==> config.mk <==
export PLATFORM = sky130hd
export DESIGN_NAME = fetch_unit
export DESIGN_NICKNAME = d
export VERILOG_FILES = /design/src/rtl/fetch_pkg.sv /design/src/rtl/if_hold_buffer.sv /design/src/rtl/fetch_unit.sv
export SDC_FILE = /design/constraint.sdc
export NUM_CORES = 1
export LEC_CHECK = 0
export ABC_AREA = 1
export BUFFER_PORTS_ARGS = -buffer_cell sky130_fd_sc_hd__clkbuf_2
export CORE_ASPECT_RATIO = 1.25
export CORE_MARGIN = 3
export CORE_UTILIZATION = 45
export DETAILED_ROUTE_END_ITERATION = 8
export PLACE_DENSITY = 0.79
export RECOVER_POWER = 100
export SETUP_SLACK_MARGIN = 0.02
export SLEW_MARGIN = 30
export SYNTH_ARGS = -nofsm -noshare
export SYNTH_HDL_FRONTEND = slang
export SYNTH_SLANG_ARGS = --single-unit
==> constraint.sdc <==
create_clock -name clock -period 4.9 [get_ports clock]
set_clock_uncertainty 0.05 [all_clocks]
set_input_delay 0.245 -clock clock [delete_from_list [all_inputs] [get_ports clock]]
set_output_delay 0.245 -clock clock [all_outputs]
set_load 0.01 [all_outputs]
==> src/rtl/fetch_pkg.sv <==
// -----------------------------------------------------------------------------
// fetch_pkg
// Shared types and constants for the instruction-fetch (IF) stage.
//   fetch_state_t     : fetch FSM states
//                         S_REQ  - request the word at pc
//                         S_WAIT - one request outstanding, waiting for data
//                         S_HOLD - decode stalled, fetched word parked in buffer
//                         S_DROP - one stale (wrong-path) response still to come
//   DEFAULT_NOP_INSTR : bubble encoding (all-zero decodes as NOP)
//   PC_INCR           : byte distance between consecutive instructions
// -----------------------------------------------------------------------------
package fetch_pkg;

    typedef enum logic [1:0] {
        S_REQ  = 2'd0,
        S_WAIT = 2'd1,
        S_HOLD = 2'd2,
        S_DROP = 2'd3
    } fetch_state_t;

    localparam logic [31:0] DEFAULT_NOP_INSTR = 32'h0000_0000;
    localparam int unsigned PC_INCR           = 4;

endpackage : fetch_pkg

==> src/rtl/if_hold_buffer.sv <==
// -----------------------------------------------------------------------------
// if_hold_buffer
// One-entry parking register for a fetched {nextPC, IR} pair that arrived
// while decode was stalled.
// Ports:
//   clock, reset   : clock, asynchronous active-high reset (empties the entry)
//   write_i        : capture wr_next_pc_i / wr_ir_i and mark the entry valid
//   read_i         : entry is being consumed this cycle; clear valid
//   flush_i        : discard the entry (redirect); wins over write and read
//   wr_next_pc_i   : PC+4 of the word being parked
//   wr_ir_i        : instruction word being parked
//   valid_o        : entry holds a word
//   rd_next_pc_o   : parked PC+4
//   rd_ir_o        : parked instruction word
// -----------------------------------------------------------------------------
module if_hold_buffer #(
    parameter int ADDRESS_SIZE = 32,
    parameter int DATA_SIZE    = 32
) (
    input  logic                    clock,
    input  logic                    reset,
    input  logic                    write_i,
    input  logic                    read_i,
    input  logic                    flush_i,
    input  logic [ADDRESS_SIZE-1:0] wr_next_pc_i,
    input  logic [DATA_SIZE-1:0]    wr_ir_i,
    output logic                    valid_o,
    output logic [ADDRESS_SIZE-1:0] rd_next_pc_o,
    output logic [DATA_SIZE-1:0]    rd_ir_o
);

    logic                    valid_q;
    logic                    valid_d;
    logic [ADDRESS_SIZE-1:0] next_pc_q;
    logic [DATA_SIZE-1:0]    ir_q;

    always_comb begin
        // NOTE: default assignment first so every path drives valid_d; no latch.
        valid_d = valid_q;
        if (flush_i) begin
            valid_d = 1'b0;
        end else if (write_i) begin
            valid_d = 1'b1;
        end else if (read_i) begin
            valid_d = 1'b0;
        end
    end

    // NOTE: sequential state is updated with non-blocking assignments only, so
    // every flop samples pre-edge values regardless of block ordering.
    always_ff @(posedge clock or posedge reset) begin
        if (reset) begin
            valid_q <= 1'b0;
        end else begin
            valid_q <= valid_d;
        end
    end

    // NOTE: the payload has no reset; valid_q alone says whether it is meaningful.
    always_ff @(posedge clock) begin
        if (write_i && !flush_i) begin
            next_pc_q <= wr_next_pc_i;
            ir_q      <= wr_ir_i;
        end
    end

    assign valid_o      = valid_q;
    assign rd_next_pc_o = next_pc_q;
    assign rd_ir_o      = ir_q;

endmodule : if_hold_buffer

==> src/rtl/fetch_unit.sv <==
// -----------------------------------------------------------------------------
// fetch_unit
// IF stage of the 5-stage MIPS pipeline. Owns the PC, fetches instructions
// over a valid/ready request + single-cycle valid response interface with at
// most one request outstanding, and drives the IF/ID register read by decode.
// Ports:
//   clock              : single rising-edge clock
//   reset              : asynchronous, active-high
//   id_stall_c         : decode is stalled; IF/ID must hold its contents
//   EX_MEM_changePC_c  : redirect (taken branch / jump) from EX/MEM
//   EX_MEM_targetPC    : redirect target (low two bits ignored)
//   imem_req_valid     : fetch request valid
//   imem_req_addr      : fetch address, word aligned
//   imem_req_ready     : memory accepts the request this cycle
//   imem_resp_valid    : instruction data valid (one-cycle pulse)
//   imem_resp_data     : instruction word
//   IF_ID_nextPC       : PC+4 of the instruction in IF_ID_IR (0 for a bubble)
//   IF_ID_IR           : instruction presented to decode
//   if_stall_c         : IF/ID is being loaded with a bubble this cycle
// Throughput: when a response is taken straight into IF/ID, the next request
// (to pc+4) is raised in the same cycle, so a zero-wait memory sustains one
// instruction per clock.
// -----------------------------------------------------------------------------
module fetch_unit
    import fetch_pkg::*;
#(
    parameter int                    ADDRESS_SIZE = 32,
    parameter int                    DATA_SIZE    = 32,
    parameter logic [ADDRESS_SIZE-1:0] RESET_PC   = '0,
    parameter logic [DATA_SIZE-1:0]  NOP_INSTR    = DEFAULT_NOP_INSTR
) (
    input  logic                    clock,
    input  logic                    reset,
    input  logic                    id_stall_c,
    input  logic                    EX_MEM_changePC_c,
    input  logic [ADDRESS_SIZE-1:0] EX_MEM_targetPC,
    output logic                    imem_req_valid,
    output logic [ADDRESS_SIZE-1:0] imem_req_addr,
    input  logic                    imem_req_ready,
    input  logic                    imem_resp_valid,
    input  logic [DATA_SIZE-1:0]    imem_resp_data,
    output logic [ADDRESS_SIZE-1:0] IF_ID_nextPC,
    output logic [DATA_SIZE-1:0]    IF_ID_IR,
    output logic                    if_stall_c
);

    localparam logic [ADDRESS_SIZE-1:0] PC_STEP    = ADDRESS_SIZE'(PC_INCR);
    localparam logic [ADDRESS_SIZE-1:0] ALIGN_MASK = ~ADDRESS_SIZE'(PC_INCR - 1);
    localparam logic [ADDRESS_SIZE-1:0] RESET_PC_W = RESET_PC & ALIGN_MASK;

    fetch_state_t            state_q;
    logic [ADDRESS_SIZE-1:0] pc_q;
    logic [ADDRESS_SIZE-1:0] if_id_next_pc_q;
    logic [DATA_SIZE-1:0]    if_id_ir_q;

    logic [ADDRESS_SIZE-1:0] pc_plus4;
    logic                    resp_in_wait;
    logic                    take_direct;
    logic                    buf_write;
    logic                    buf_read;
    logic                    deliver;
    logic                    early_req;
    logic                    req_fire;

    logic                    buf_valid;
    logic [ADDRESS_SIZE-1:0] buf_next_pc;
    logic [DATA_SIZE-1:0]    buf_ir;

    // -------------------------------------------------------------------------
    // Cycle decode. A redirect suppresses every normal action: a response that
    // coincides with it is wrong-path, and so is any word waiting in the buffer.
    // -------------------------------------------------------------------------
    always_comb begin
        pc_plus4     = pc_q + PC_STEP;
        resp_in_wait = (state_q == S_WAIT) && imem_resp_valid;

        // Response goes straight into IF/ID when decode can take it,
        // otherwise it is parked in the hold buffer.
        take_direct  = resp_in_wait && !EX_MEM_changePC_c && !id_stall_c;
        buf_write    = resp_in_wait && !EX_MEM_changePC_c &&  id_stall_c;
        buf_read     = (state_q == S_HOLD) && buf_valid &&
                       !EX_MEM_changePC_c && !id_stall_c;
        deliver      = take_direct || buf_read;

        // Back-to-back fetch: ask for pc+4 while accepting the word at pc.
        early_req      = take_direct;
        imem_req_valid = !reset && ((state_q == S_REQ) || early_req);
        imem_req_addr  = early_req ? pc_plus4 : pc_q;
        req_fire       = imem_req_valid && imem_req_ready;

        // Bubble whenever IF/ID is refilled without a real instruction.
        if_stall_c   = reset || EX_MEM_changePC_c || (!id_stall_c && !deliver);
    end

    if_hold_buffer #(
        .ADDRESS_SIZE (ADDRESS_SIZE),
        .DATA_SIZE    (DATA_SIZE)
    ) u_hold_buffer (
        .clock        (clock),
        .reset        (reset),
        .write_i      (buf_write),
        .read_i       (buf_read),
        .flush_i      (EX_MEM_changePC_c),
        .wr_next_pc_i (pc_plus4),
        .wr_ir_i      (imem_resp_data),
        .valid_o      (buf_valid),
        .rd_next_pc_o (buf_next_pc),
        .rd_ir_o      (buf_ir)
    );

    // -------------------------------------------------------------------------
    // Fetch FSM, PC and IF/ID register.
    // -------------------------------------------------------------------------
    always_ff @(posedge clock or posedge reset) begin
        if (reset) begin
            state_q         <= S_REQ;
            pc_q            <= RESET_PC_W;
            if_id_next_pc_q <= '0;
            if_id_ir_q      <= NOP_INSTR;
        end else if (EX_MEM_changePC_c) begin
            pc_q            <= EX_MEM_targetPC & ALIGN_MASK;
            if_id_next_pc_q <= '0;
            if_id_ir_q      <= NOP_INSTR;
            // S_DROP only if a wrong-path request is still in flight after
            // this edge; its response must be swallowed before refetching.
            case (state_q)
                S_REQ:          state_q <= imem_req_ready  ? S_DROP : S_REQ;
                S_WAIT, S_DROP: state_q <= imem_resp_valid ? S_REQ  : S_DROP;
                default:        state_q <= S_REQ;
            endcase
        end else begin
            // Decode re-latches every unstalled cycle, so anything that is
            // not a fresh instruction must become a bubble.
            if (!id_stall_c) begin
                if (take_direct) begin
                    if_id_next_pc_q <= pc_plus4;
                    if_id_ir_q      <= imem_resp_data;
                end else if (buf_read) begin
                    if_id_next_pc_q <= buf_next_pc;
                    if_id_ir_q      <= buf_ir;
                end else begin
                    if_id_next_pc_q <= '0;
                    if_id_ir_q      <= NOP_INSTR;
                end
            end

            case (state_q)
                S_REQ: begin
                    if (imem_req_ready) begin
                        state_q <= S_WAIT;
                    end
                end
                S_WAIT: begin
                    if (imem_resp_valid) begin
                        pc_q <= pc_plus4;
                        if (id_stall_c) begin
                            state_q <= S_HOLD;
                        end else if (req_fire) begin
                            state_q <= S_WAIT;
                        end else begin
                            state_q <= S_REQ;
                        end
                    end
                end
                S_HOLD: begin
                    if (!id_stall_c) begin
                        state_q <= S_REQ;
                    end
                end
                S_DROP: begin
                    if (imem_resp_valid) begin
                        state_q <= S_REQ;
                    end
                end
                default: state_q <= S_REQ;
            endcase
        end
    end

    assign IF_ID_nextPC = if_id_next_pc_q;
    assign IF_ID_IR     = if_id_ir_q;

`ifndef SYNTHESIS
    // Memory may only answer while a request is outstanding.
    resp_only_when_outstanding : assert property (
        @(posedge clock) disable iff (reset)
        imem_resp_valid |-> (state_q == S_WAIT || state_q == S_DROP)
    );
`endif

endmodule : fetch_unit

# == Yosys cells after proc, flatten, opt, wreduce, memory -nomap -nowiden ==
# Index checks and enable logic that the tools add are counted.
# word_totals
register_bits,163
inputBits,70
word_cells,68
# op_classes
eq_ne,8
addsub,1
reduce_logical,26
n_mux,26
# op_table
cell,n
32-bit two-way mux,12
"32-bit by 3-bit adder with 32-bit output, second input constant",1
2-bit two-way mux,8
"3-bit != test, second input constant",4
1-bit logical AND,11
2-bit case mux with 4 select lines,1
"2-bit == test, second input constant",2
1-bit zero test,4
1-bit logical OR,4
1-bit two-way mux,4
2-bit case mux with 2 select lines,1
4-bit AND reduction,1
2-bit nonzero test,2
3-bit nonzero test,1
"2-bit by 1-bit == test with 1-bit output, second input constant",1
2-bit zero test,1
"2-bit by 1-bit != test with 1-bit output, second input constant",1
2-bit AND reduction,1
2-bit OR reduction,1

# == Depth between registers and ports, before layout ==
# logic_depth
ltp_word,12
ltp_mapped,10
depth_no_buf,10

# == Hierarchy ==
# Synthesis repeated with hierarchy kept, for this count alone.
# hier_totals
cells_unflattened,862
area_unflattened_um2,7592.3
# by_module_without_submodules
module,seq_area_each_um2,n_inst,cells_each,area_each_um2
fetch_unit,2402.3,1,790,5617.9
if_hold_buffer,1946.9,1,72,1974.4

# == Worst setup path before layout ==
# OpenSTA, ideal clock, no wires.
# synth_timing
path_kind,register -> register
startpoint,register state_q[1]
endpoint,register u_hold_buffer.ir_q[0] (netlist: u_hold_buffer.rd_ir_o[0]) (enable)
path_slack_ns,0.837
arrival_ns,3.531
n_path_buf,0
path_stages_with_launch,4
synth_period_minus_slack_ns,4.063
required_time_ns,4.368
path_cell_list,dfrtp_1 nor3_1 nand2_1 nor2_1
# synth_via
elab_chain_len,5
# synth_rtl
item,line_no,rtl
from (decl),fetch_unit.sv:51,fetch_state_t state_q;
from (signal assigned),fetch_unit.sv:127,S_REQ: state_q <= imem_req_ready ? S_DROP : S_REQ;
from (signal assigned),fetch_unit.sv:128,"S_WAIT, S_DROP: state_q <= imem_resp_valid ? S_REQ : S_DROP;"
2-bit by 1-bit == test with 1-bit output,fetch_unit.sv:75,resp_in_wait = (state_q == S_WAIT) && imem_resp_valid;
1-bit logical AND,fetch_unit.sv:75,
1-bit logical AND (2 in a row),fetch_unit.sv:80,buf_write = resp_in_wait && !EX_MEM_changePC_c && id_stall_c;
1-bit logical AND,if_hold_buffer.sv:61,if (write_i && !flush_i) begin
to (signal assigned),if_hold_buffer.sv:63,ir_q <= wr_ir_i;
to (decl),if_hold_buffer.sv:35,logic [DATA_SIZE-1:0] ir_q;
# Every way passes these cells.
# A chain may end at the register's enable or synchronous reset.

# == Worst setup path after layout ==
# layout_timing
startpoint,input EX_MEM_changePC_c
endpoint,register u_hold_buffer.ir_q[29] (netlist: u_hold_buffer.rd_ir_o[29]) (enable)
# layout_via
elab_chain_len,4
# layout_rtl
item,line_no,rtl
from (decl),fetch_unit.sv:35,"input logic EX_MEM_changePC_c,"
1-bit zero test *,"if_hold_buffer.sv:61, fetch_unit.sv:80",
1-bit logical AND (2 in a row),fetch_unit.sv:80,
1-bit logical AND *,if_hold_buffer.sv:61,
# Mark *: on every way between the ends. The rest lies on a longest branch, timed or not.

==> metrics.log <==
INFO  metric min_period_over_period = 72.2%
INFO  metric final_antenna_net_count = 0
INFO  metric syn-cell-area = 0.00720 sq mm
INFO  metric cts-root-to-sink-buffers = 2
INFO  metric area_of_the_multi_input_gates = ~0.0025 sq mm
INFO  metric critical_path.max_stage_delay = 1190 ps
INFO  metric first_global_vias = 6237
INFO  metric critical_path.most_common_cell = sky130_fd_sc_hd__clkbuf_1
INFO  metric total_power = between 3 and 4 mW
INFO  metric final_common_cell = sky130_fd_sc_hd__nand2_1
INFO  metric share_clk_of_total_power = a little under two fifths
INFO  metric numPlacedInstances = around 1200
INFO  metric finalHoldViolCount = 0
INFO  metric worst_slew_margin_rel = -19.6%
INFO  metric postRouteWirelength = 19600 um
INFO  metric swShare = 29.6%
INFO  metric start_util = 46.0%
INFO  metric synth.distinct_cells = 30
INFO  metric grt_antenna_before_repair = 0
INFO  metric finish_stage_setup_viols = 0
INFO  metric flow.area_growth_from_synthesis = 25.5%
INFO  metric grt_max_degree = 65
INFO  metric critPathRequiredTime = 4900 ps
INFO  metric total_i_o_pin_count = 168
INFO  metric grt-ovfl-total = 0
INFO  metric cp-startpoint = EX_MEM_changePC_c
INFO  metric design.die.area = 0.0176 sq mm
INFO  metric path_buf_inv = 3
INFO  metric critPathArrivalTime = 3530 ps
INFO  metric buffer_ports.inserted = 163
INFO  metric num-fill-cells = 1456
INFO  metric cts.htree.levels = 4
INFO  metric ys.warnings.count = 0
INFO  metric detailedRoute.firstPassIterationCount = 5
INFO  metric clock_latency = 430 ps
INFO  metric ys_async_sr_fraction = between 60 and 70%
INFO  metric combPwrFrac = 18.2%
INFO  metric crit_path_slowest_cell = sky130_fd_sc_hd__nor2_1
INFO  metric powerDensity = 397 mW/mm^2
INFO  metric postSynthAreaPerCell = 8.77 sq um
INFO  metric layout.cells.most_common_list = sky130_fd_sc_hd__nand2_1 (343), sky130_fd_sc_hd__clkbuf_1 (132), sky130_fd_sc_hd__dfrtp_1 (96)
INFO  metric route.vias.total = 6311
INFO  metric startpoint_of_the_worst_hold_path = EX_MEM_targetPC[4]
INFO  metric worst_setup_path_end_kind = register
INFO  metric cts.sinks = 158
INFO  metric achievable-frequency = 283 MHz
INFO  metric synth_area_leaders = sky130_fd_sc_hd__dfrtp_1 (33%), sky130_fd_sc_hd__edfxtp_1 (26%), sky130_fd_sc_hd__nand2_1 (18%)
INFO  metric yosys_reg_bits = 158
INFO  metric seq_total_area_yosys = between 50% and 60%
INFO  metric timing.final.max_slew_violations = 156
INFO  metric overall_die_height = 147 um
INFO  metric seqCellArea = roughly 0.0043 sq mm
INFO  metric core_area = 0.0156 sq mm
INFO  metric die_x = 119 um
INFO  metric num-nets-final = 1099
INFO  metric clock_tree.root_cell = sky130_fd_sc_hd__clkbuf_16
INFO  metric wl_per_cell = 15.6 um
INFO  metric worst_slew_pin_slew = 1780 ps
INFO  metric static-leakage-power = 3.94 nW
INFO  metric final_layout_size_suffix_gt1_share = 7.40%
INFO  metric max_cap_viols = 4
INFO  metric worstSetupStartpointType = primary input
INFO  metric power.internal = 2.53 mW
INFO  metric outcome = finished with violations
INFO  metric power.sequential.fraction = 45.0%
INFO  metric crit_path_cell_trace = clkbuf_1 > inv_1 > nand2_1 > nor2_1 > clkbuf_1
INFO  metric grt_setup_unrepaired = no
INFO  metric path_clk_slew = 60 ps
INFO  metric synth_top_cell_by_area = sky130_fd_sc_hd__dfrtp_1
INFO  metric netlist.area_leader.share = around a third
INFO  metric min-delay-path-class = primary input to register
INFO  metric drc_errors = 0
INFO  metric grt_first_pass_wirelength = 31600 um
INFO  metric post_cts_hold_buffer_count = 46
INFO  metric post-route-cell-area = approximately 0.009 sq mm
INFO  metric critical_path_class = primary input to register
INFO  metric fin_crit = 3540 ps
INFO  metric setup_tns = 0 ps
INFO  metric synth-main-ff-cell = sky130_fd_sc_hd__dfrtp_1
INFO  metric crit_family = buffers and inverters
INFO  metric violations = capacitance limit, slew limit
INFO  metric cts_tree = yes
INFO  metric power_switching = 1.06 mW
INFO  metric synth_enable_flop_cells = 62
INFO  metric number_of_buffers_added_by_the_clock_tree_synthesis_step = 17
INFO  metric detailedRoute.firstIterationViolations = between 500 and 600
INFO  metric crit-reg2reg-launch = state_q[1]$_DFFE_PP0P_
INFO  metric total_placed_instance_area = 0.00823 sq mm
INFO  metric post_drt_via_cell_ratio = a little over 5
INFO  metric hpwlAfterDp = 13200 um
INFO  metric layout.cells.non_filler = 1253
INFO  metric globalplace.congestion = 0.868
INFO  metric placement_rows = 51
INFO  metric cts_resized = 0
INFO  metric grtUsageTotal = 22.8%
INFO  metric crit_path_max_fanout = 35
INFO  metric cts_setup_buffers = 0
INFO  metric max-vdd-ir-drop = 218 uV
INFO  metric syn_inst = 821
INFO  metric diodes = 0
## registers in the layout (all words and copies together) (netlist names)
name,count
state_q,2
pc_q,30
IF_ID_nextPC,31
u_hold_buffer.rd_ir_o,32
IF_ID_IR,32
u_hold_buffer.valid_o,1
u_hold_buffer.rd_next_pc_o,30
## stage by stage
stage | utilization (%) | hold slack (ps) | worst slack [ps]
floorplan | - | 294 | 837
global placement | 52.4 | 258 | 2230
detailed placement | 52.7 | 267 | 2220
CTS | 59.4 | 0.756 | 2240
global route | 57.8 | 23.8 | 1030
finish | 57.8 | 19.2 | 1360
## tightest hold or removal path: stages
cell and delay [ps]:
sky130_fd_sc_hd__clkbuf_2 70, sky130_fd_sc_hd__nand2_1 50, sky130_fd_sc_hd__o211ai_1 80
## cell families (layout without fill, tap and decap cells)
group	count (synthesis)	after routing	share of synthesized area [%]
flops	158	158	59.2
simple gates	496	496	28.4
other cells	1	2	0.0521
xor+xnor	16	16	1.95
compound gates	67	67	5.35
buf+inv	82	301	4.85
fa+ha+maj	1	1	0.174
## routing by layer
layer  vias up  part of all wire [%]  track usage [%]  wire [um]
li1       3084                     -                -          -
met1      2991                    42             28.0       8190
met2       203                    51             40.0       9990
met3        33                   4.7             4.17        928
met4         0                   2.5             8.87        492
met5         -                     0                0          0
## cell usage after synthesis, types with 2 or more instances
library cell and number:
sky130_fd_sc_hd__nand4_1 3, sky130_fd_sc_hd__edfxtp_1 62, sky130_fd_sc_hd__a21oi_1 20, sky130_fd_sc_hd__clkbuf_1 15, sky130_fd_sc_hd__nor2_1 52, sky130_fd_sc_hd__nor3_1 2, sky130_fd_sc_hd__o21ai_1 7, sky130_fd_sc_hd__nand2_1 341
sky130_fd_sc_hd__nor2_2 6, sky130_fd_sc_hd__dfrtp_1 96, sky130_fd_sc_hd__xor2_1 15, sky130_fd_sc_hd__buf_4 5, sky130_fd_sc_hd__o211ai_1 15, sky130_fd_sc_hd__inv_1 46, sky130_fd_sc_hd__inv_2 3, sky130_fd_sc_hd__nor2_4 3
sky130_fd_sc_hd__nand3_1 85, sky130_fd_sc_hd__o21ai_0 21, sky130_fd_sc_hd__buf_2 12, sky130_fd_sc_hd__nand2_2 2
## final cells by class
cell class,count,share of cell area (%)
sequential,158,47.2
multi-input combinational,582,28.2
timing repair buffer,220,13.1
clock buffer,22,5.36
tap,212,2.94
inverter,49,2.05
clock inverter,10,1.22
## power groups by stage
stage,Clock (mW),Combinational (mW),Sequential (mW)
finish,1.32,0.652,1.62
global route,1.40,0.732,1.63
CTS,1.34,0.694,1.61
detailed placement,0,0.661,1.64
global placement,0,0.644,1.63
floorplan,0,0.396,1.63
## path summary, 6_finish.rpt
check | end | slack (ps) | cells past startpoint
worst max-delay path | u_hold_buffer.rd_ir_o[29]$_DFFE_PP_ | 1360 | 5
worst min-delay path | pc_q[4]$_DFFE_PP0P_ | 20 | 3
worst max register to register | u_hold_buffer.rd_ir_o[29]$_DFFE_PP_ | 1510 | 4
worst min register to register | IF_ID_IR[14]$_DFFE_PP0P_ | 410 | 2
max in group asynchronous | pc_q[25]$_DFFE_PP0P_ | 1830 | 4
min in group asynchronous | IF_ID_nextPC[8]$_DFFE_PP0P_ | 770 | 3
Note: power is estimated with default switching activity, not from simulation.
